==> config.mk <==
export PLATFORM = sky130hd
export DESIGN_NAME = serial_shift_tx
export DESIGN_NICKNAME = d
export VERILOG_FILES = /design/src/rtl/shift_pkg.sv /design/src/rtl/shift_bit_counter.sv /design/src/rtl/serial_shift_tx.sv
export SDC_FILE = /design/constraint.sdc
export NUM_CORES = 1
export LEC_CHECK = 0
export ABC_AREA = 0
export CAP_MARGIN = 20
export CELL_PAD_IN_SITES_DETAIL_PLACEMENT = 0
export CELL_PAD_IN_SITES_GLOBAL_PLACEMENT = 2
export CORE_MARGIN = 5
export CORE_UTILIZATION = 30
export DETAILED_ROUTE_END_ITERATION = 7
export PLACE_DENSITY_LB_ADDON = 0.1
export SKIP_LAST_GASP = 1
export SYNTH_ARGS = -nofsm -noshare
export SYNTH_HDL_FRONTEND = slang
export SYNTH_HIERARCHICAL = 1
export SYNTH_SLANG_ARGS = --single-unit
==> constraint.sdc <==
create_clock -name clk -period 1.9 [get_ports clk]
set_input_delay 0.19 -clock clk [delete_from_list [all_inputs] [get_ports clk]]
set_output_delay 0.19 -clock clk [all_outputs]
set_load 0.1 [all_outputs]
==> src/rtl/shift_pkg.sv <==
// Shared types and constants for the serial shift transmitter.
package shift_pkg;

    typedef enum logic {
        IDLE  = 1'b0,
        SHIFT = 1'b1
    } tx_state_t;

    localparam logic DIR_LEFT  = 1'b0;
    localparam logic DIR_RIGHT = 1'b1;

endpackage

==> src/rtl/shift_bit_counter.sv <==
// Loadable down-counter that tracks the bits still to send for the word in flight.
module shift_bit_counter #(
    parameter int WIDTH = 4
) (
    input  logic clk,
    input  logic reset,
    input  logic load,
    input  logic dec,
    output logic zero_next
);

    localparam int CW = $clog2(WIDTH + 1);

    logic [CW-1:0] bit_cnt;

    // NOTE: sequential state uses non-blocking assignments so every flop samples pre-edge values.
    always_ff @(posedge clk or posedge reset) begin
        if (reset) begin
            bit_cnt <= '0;
        end else if (load) begin
            bit_cnt <= CW'(WIDTH);
        end else if (dec) begin
            bit_cnt <= bit_cnt - CW'(1);
        end
    end

    // The FSM leaves SHIFT on the beat taken at a count of one, so the counter never wraps.
    assign zero_next = (bit_cnt == CW'(1));

endmodule

==> src/rtl/serial_shift_tx.sv <==
// Parallel-to-serial transmitter: loads a word by handshake, streams it MSB- or LSB-first.
module serial_shift_tx
    import shift_pkg::*;
#(
    parameter int WIDTH = 4
) (
    input  logic             clk,
    input  logic             reset,
    input  logic             load_valid,
    output logic             load_ready,
    input  logic [WIDTH-1:0] data_in,
    input  logic             dir,
    output logic             ser_valid,
    input  logic             ser_ready,
    output logic             ser_out,
    output logic             done
);

    tx_state_t        state;
    logic [WIDTH-1:0] shift_reg;
    logic             dir_q;
    logic             load_fire;
    logic             beat;
    logic             zero_next;
    logic             last_beat;

    assign load_ready = (state == IDLE);
    assign ser_valid  = (state == SHIFT);
    assign load_fire  = load_valid & load_ready;
    assign beat       = ser_valid & ser_ready;
    assign last_beat  = beat & zero_next;

    shift_bit_counter #(
        .WIDTH(WIDTH)
    ) u_bit_counter (
        .clk      (clk),
        .reset    (reset),
        .load     (load_fire),
        .dec      (beat),
        .zero_next(zero_next)
    );

    // NOTE: every register here is cleared by the async reset so a mid-word abort leaves no residue.
    always_ff @(posedge clk or posedge reset) begin
        if (reset) begin
            state <= IDLE;
        end else begin
            case (state)
                IDLE:    if (load_fire) state <= SHIFT;
                SHIFT:   if (last_beat) state <= IDLE;
                default: state <= IDLE;
            endcase
        end
    end

    always_ff @(posedge clk or posedge reset) begin
        if (reset) begin
            shift_reg <= '0;
            dir_q     <= DIR_LEFT;
        end else if (load_fire) begin
            shift_reg <= data_in;
            dir_q     <= dir;
        end else if (beat) begin
            if (dir_q == DIR_RIGHT) begin
                shift_reg <= shift_reg >> 1;
            end else begin
                shift_reg <= shift_reg << 1;
            end
        end
    end

    always_ff @(posedge clk or posedge reset) begin
        if (reset) begin
            done <= 1'b0;
        end else begin
            done <= last_beat;
        end
    end

    // Forced low outside SHIFT so a stale register bit never leaks onto the line.
    assign ser_out = ser_valid & ((dir_q == DIR_RIGHT) ? shift_reg[0] : shift_reg[WIDTH-1]);

endmodule

==> results.py <==
metrics = {
    "setup_path": {
        "critical_path.startpoint_type": "flip-flop",
        "critical_path.endpoint_type": "primary output",
        "signal_arrival_time_at_the_worst_endpoint_ns": 1.26,
        "worst-endpoint-required_ns": 1.71,
        "timing.setup.critical_path_class": "flip-flop to primary output",
        "crit_path_max_fanout": 6,
    },
    "die": {
        "rows": 15,
        "core_area_mm2": 0.00169,
        "fp.dieArea_mm2": 0.00268,
        "initial_core_util_pct": 31.0,
        "dieHeight_um": 51.8,
        "die_w_um": 51.8,
        "num_io_pins": 13,
    },
    "synthesis": {
        "yosys.cell_types.count": 21,
        "netlist_instances": 51,
        "synthesis.yosys.warnings": 6,
        "avgSynthCellArea_um2": 10.3,
        "largest_cells_by_area_after_synthesis": "sky130_fd_sc_hd__dfrtp_1 48%, sky130_fd_sc_hd__mux2i_1 5.7%, sky130_fd_sc_hd__ha_1 4.8%, sky130_fd_sc_hd__mux2_2 4.3%, sky130_fd_sc_hd__inv_1 3.6%",
        "synth_seq_cells": 10,
        "synthesis.area_um2": 524,
        "synth_seq_area_share_pct": 47.7,
        "synth_nets": 62,
        "synth_top_cell_area_share_pct": 47.7,
        "synth_largest_area_cell": "sky130_fd_sc_hd__dfrtp_1",
    },
    "timing": {
        "maximum_clock_rate_mhz": 691,
        "number_of_endpoints_with_negative_hold_slack_in_the_final_report": 0,
        "worst_hold_slack_ns": 0.116,
        "slew_violations": 0,
        "timing.final.ws_setup_ns": 0.453,
        "final.setup_skew_ns": 0.00510,
        "final-setup-viol-count": 0,
        "min_clock_period_post_route_ns": 1.45,
        "timing_worst_slew_pin_value_ns": 0.251,
        "normalized_max_slew_margin_pct": 82.8,
        "tns_ns": 0,
        "finalCritPeriodShare_pct": 76.2,
        "rsz_0062_raised_after_global_routing": "false",
    },
    "clock_tree": {
        "cts_resized": 0,
        "cts_max_level": 1,
        "holdBufCountCts": 0,
        "tritoncts_num_sinks": 10,
        "cts_setup_buffers": 0,
        "clock_insertion_delay_worst_skew_ns": 0.26,
        "tritoncts.num_buffers": 3,
        "clockBufferDepth": 2,
        "tritoncts": "yes",
        "cts_root_buf": "sky130_fd_sc_hd__clkbuf_4",
        "clk_pin_slew_ns": 0.07,
    },
    "pwr": {
        "intPower_mw": 0.606,
        "power.leakage_nw": 0.332,
        "share_comb_of_total_power_pct": 49.8,
        "power_switching_share_pct": 43.1,
        "max-vdd-ir-drop_mv": 0.661,
        "power.density_mw_per_mm2": 1480,
        "fin_total_pwr_mw": 1.07,
        "clock_power_share_pct": 14.3,
        "net-switching-power_mw": 0.459,
        "pwr-share-seq_pct": 35.9,
    },
    "cells_and_area": {
        "layout.filler_cells": 172,
        "antenna_cells": 0,
        "largest_register_ffs": 4,
        "synthToLayoutAreaGrowth_pct": 37.0,
        "finalNetCount": 79,
        "post-route-cell-area_um2": 718,
        "layout-drive-gt1-share_pct": 28.4,
    },
    "grt": {
        "wire_length_of_the_first_global_routing_pass_mm": 1.84,
        "grt_pass1_vias": 410,
        "grt_use_met1_pct": 11.9,
        "global_route_met3_utilization_pct": 3.72,
        "gr-max-usage-layer": "met2",
        "globalRouteOverflowTotal": 0,
        "antenna_found_initial": 0,
        "grt_util_all_layers_pct": 9.29,
        "maximum_number_of_pins_on_one_net_before_global_route_repair": 12,
        "groute.layer.met2.usage_pct": 13.8,
    },
    "detailed_routing": {
        "drc_errors": 0,
        "routed_wirelength_mm": 1.01,
        "drt-wirelength-per-cell_um": 12.0,
        "detail_route.first_pass.iterations": 3,
        "drt-vias-per-instance": 4.49,
        "dr_total_vias": 377,
        "drt_iter0_drc": 4,
        "ant_nets": 0,
    },
    "placement": {
        "hpwlAfterDp_um": 803,
        "number_of_buffers_added_on_ports": 12,
        "place_area_um2": 692,
        "gp_congestion": 0.665,
        "preCtsSetupSlack_ns": 0.543,
    },
    "worst_hold_path": {
        "holdCritPathClass": "primary input to async pin",
    },
    "status": {
        "result_of_the_run": "completed",
    },
    "run": {
        "max-cap-violations": 0,
    },
}
cells in the mapped netlist:
master and number:
sky130_fd_sc_hd__a211oi_1 1, sky130_fd_sc_hd__a21oi_1 3, sky130_fd_sc_hd__and3_2 2, sky130_fd_sc_hd__and4_2 1, sky130_fd_sc_hd__and4b_1 1, sky130_fd_sc_hd__buf_6 1
sky130_fd_sc_hd__clkinv_2 1, sky130_fd_sc_hd__dfrtp_1 10, sky130_fd_sc_hd__ha_1 2, sky130_fd_sc_hd__inv_1 5, sky130_fd_sc_hd__mux2_2 2, sky130_fd_sc_hd__mux2_4 1
sky130_fd_sc_hd__mux2i_1 3, sky130_fd_sc_hd__nand2_1 5, sky130_fd_sc_hd__nor2_1 5, sky130_fd_sc_hd__nor2b_1 1, sky130_fd_sc_hd__nor2b_2 1, sky130_fd_sc_hd__o21ai_0 2
sky130_fd_sc_hd__o21ai_1 2, sky130_fd_sc_hd__o21bai_1 1, sky130_fd_sc_hd__xnor2_1 1
metrics by stage:
| step | util (%) | std cells |
|---|---|---|
| floorplan | - | 51 |
| global placement | 41.0 | 80 |
| detailed placement | 41.0 | 80 |
| CTS | 42.5 | 84 |
| global route | 42.5 | 84 |
| finish | 42.5 | 84 |
power groups by stage:
stage / Clock, mW / Sequential (mW) / Combinational, mW
after floorplan: 0 / 0.423 / 0.344
after global placement: 0 / 0.390 / 0.539
after detailed placement: 0 / 0.389 / 0.536
after CTS: 0.160 / 0.385 / 0.538
after global routing: 0.168 / 0.401 / 0.571
final: 0.153 / 0.383 / 0.530
worst max-delay path, stage by stage, from the launching register on:
cell                      delay [ns]
sky130_fd_sc_hd__dfrtp_1        0.45
sky130_fd_sc_hd__mux2i_1        0.31
sky130_fd_sc_hd__nor2_4         0.07
sky130_fd_sc_hd__buf_12         0.17
layout make-up:
cell class,count,area [µm²],share of cell area (%)
multi-input cells,34,246,34.3
clock buffers,4,26.3,3.66
inverters,6,27.5,3.83
flip-flops and latches,10,254,35.4
repair buffers,13,143,19.9
well taps,17,21.3,2.96
worst paths after layout:
kind | from | end | slack (ns) | cells after the start
max | dir_q$_DFFE_PP0P_ | ser_out | 0.45 | 3
min | reset | u_bit_counter/bit_cnt[0]$_DFFE_PP0P_ | 0.12 | 2
max reg2reg | ser_valid$_DFF_PP0_ | u_bit_counter/bit_cnt[2]$_DFFE_PP0P_ | 0.68 | 4
min reg2reg | u_bit_counter/bit_cnt[1]$_DFFE_PP0P_ | u_bit_counter/bit_cnt[1]$_DFFE_PP0P_ | 0.57 | 2
max in group asynchronous | reset | ser_valid$_DFF_PP0_ | 1.47 | 2
min in group clk | data_in[1] | shift_reg[1]$_DFFE_PP0P_ | 0.47 | 3
cells by family after synthesis:
kind of cell / after synthesis / share of synthesized area (%)
flops: 10 / 47.7
simple gates: 16 / 16.7
buf+inv: 7 / 6.68
xor+xnor: 1 / 1.67
fa+ha+maj: 2 / 4.77
mux: 6 / 12.9
compound gates: 9 / 9.55
cells in the final DEF (no fill, tap or decap), types with 2 or more instances in the layout:
master,synthesis,routed
sky130_fd_sc_hd__mux2_2,2,2
sky130_fd_sc_hd__clkdlybuf4s50_1,0,8
sky130_fd_sc_hd__buf_4,0,3
sky130_fd_sc_hd__o21ai_1,2,2
sky130_fd_sc_hd__a21oi_1,3,3
sky130_fd_sc_hd__mux2i_1,3,3
sky130_fd_sc_hd__inv_1,5,4
sky130_fd_sc_hd__ha_1,2,2
sky130_fd_sc_hd__clkbuf_4,0,3
sky130_fd_sc_hd__buf_12,0,2
sky130_fd_sc_hd__nor2_1,5,4
sky130_fd_sc_hd__o21ai_0,2,2
sky130_fd_sc_hd__dfrtp_1,10,9
sky130_fd_sc_hd__and3_2,2,2
sky130_fd_sc_hd__nand2_1,5,5
routing by layer:
layer | wire, µm | part of all wire (%)
met5 | 0 | 0
met4 | 0 | 0
met3 | 65 | 6.4
met2 | 474 | 47
met1 | 470 | 47
(Power assumes the default switching activity.)
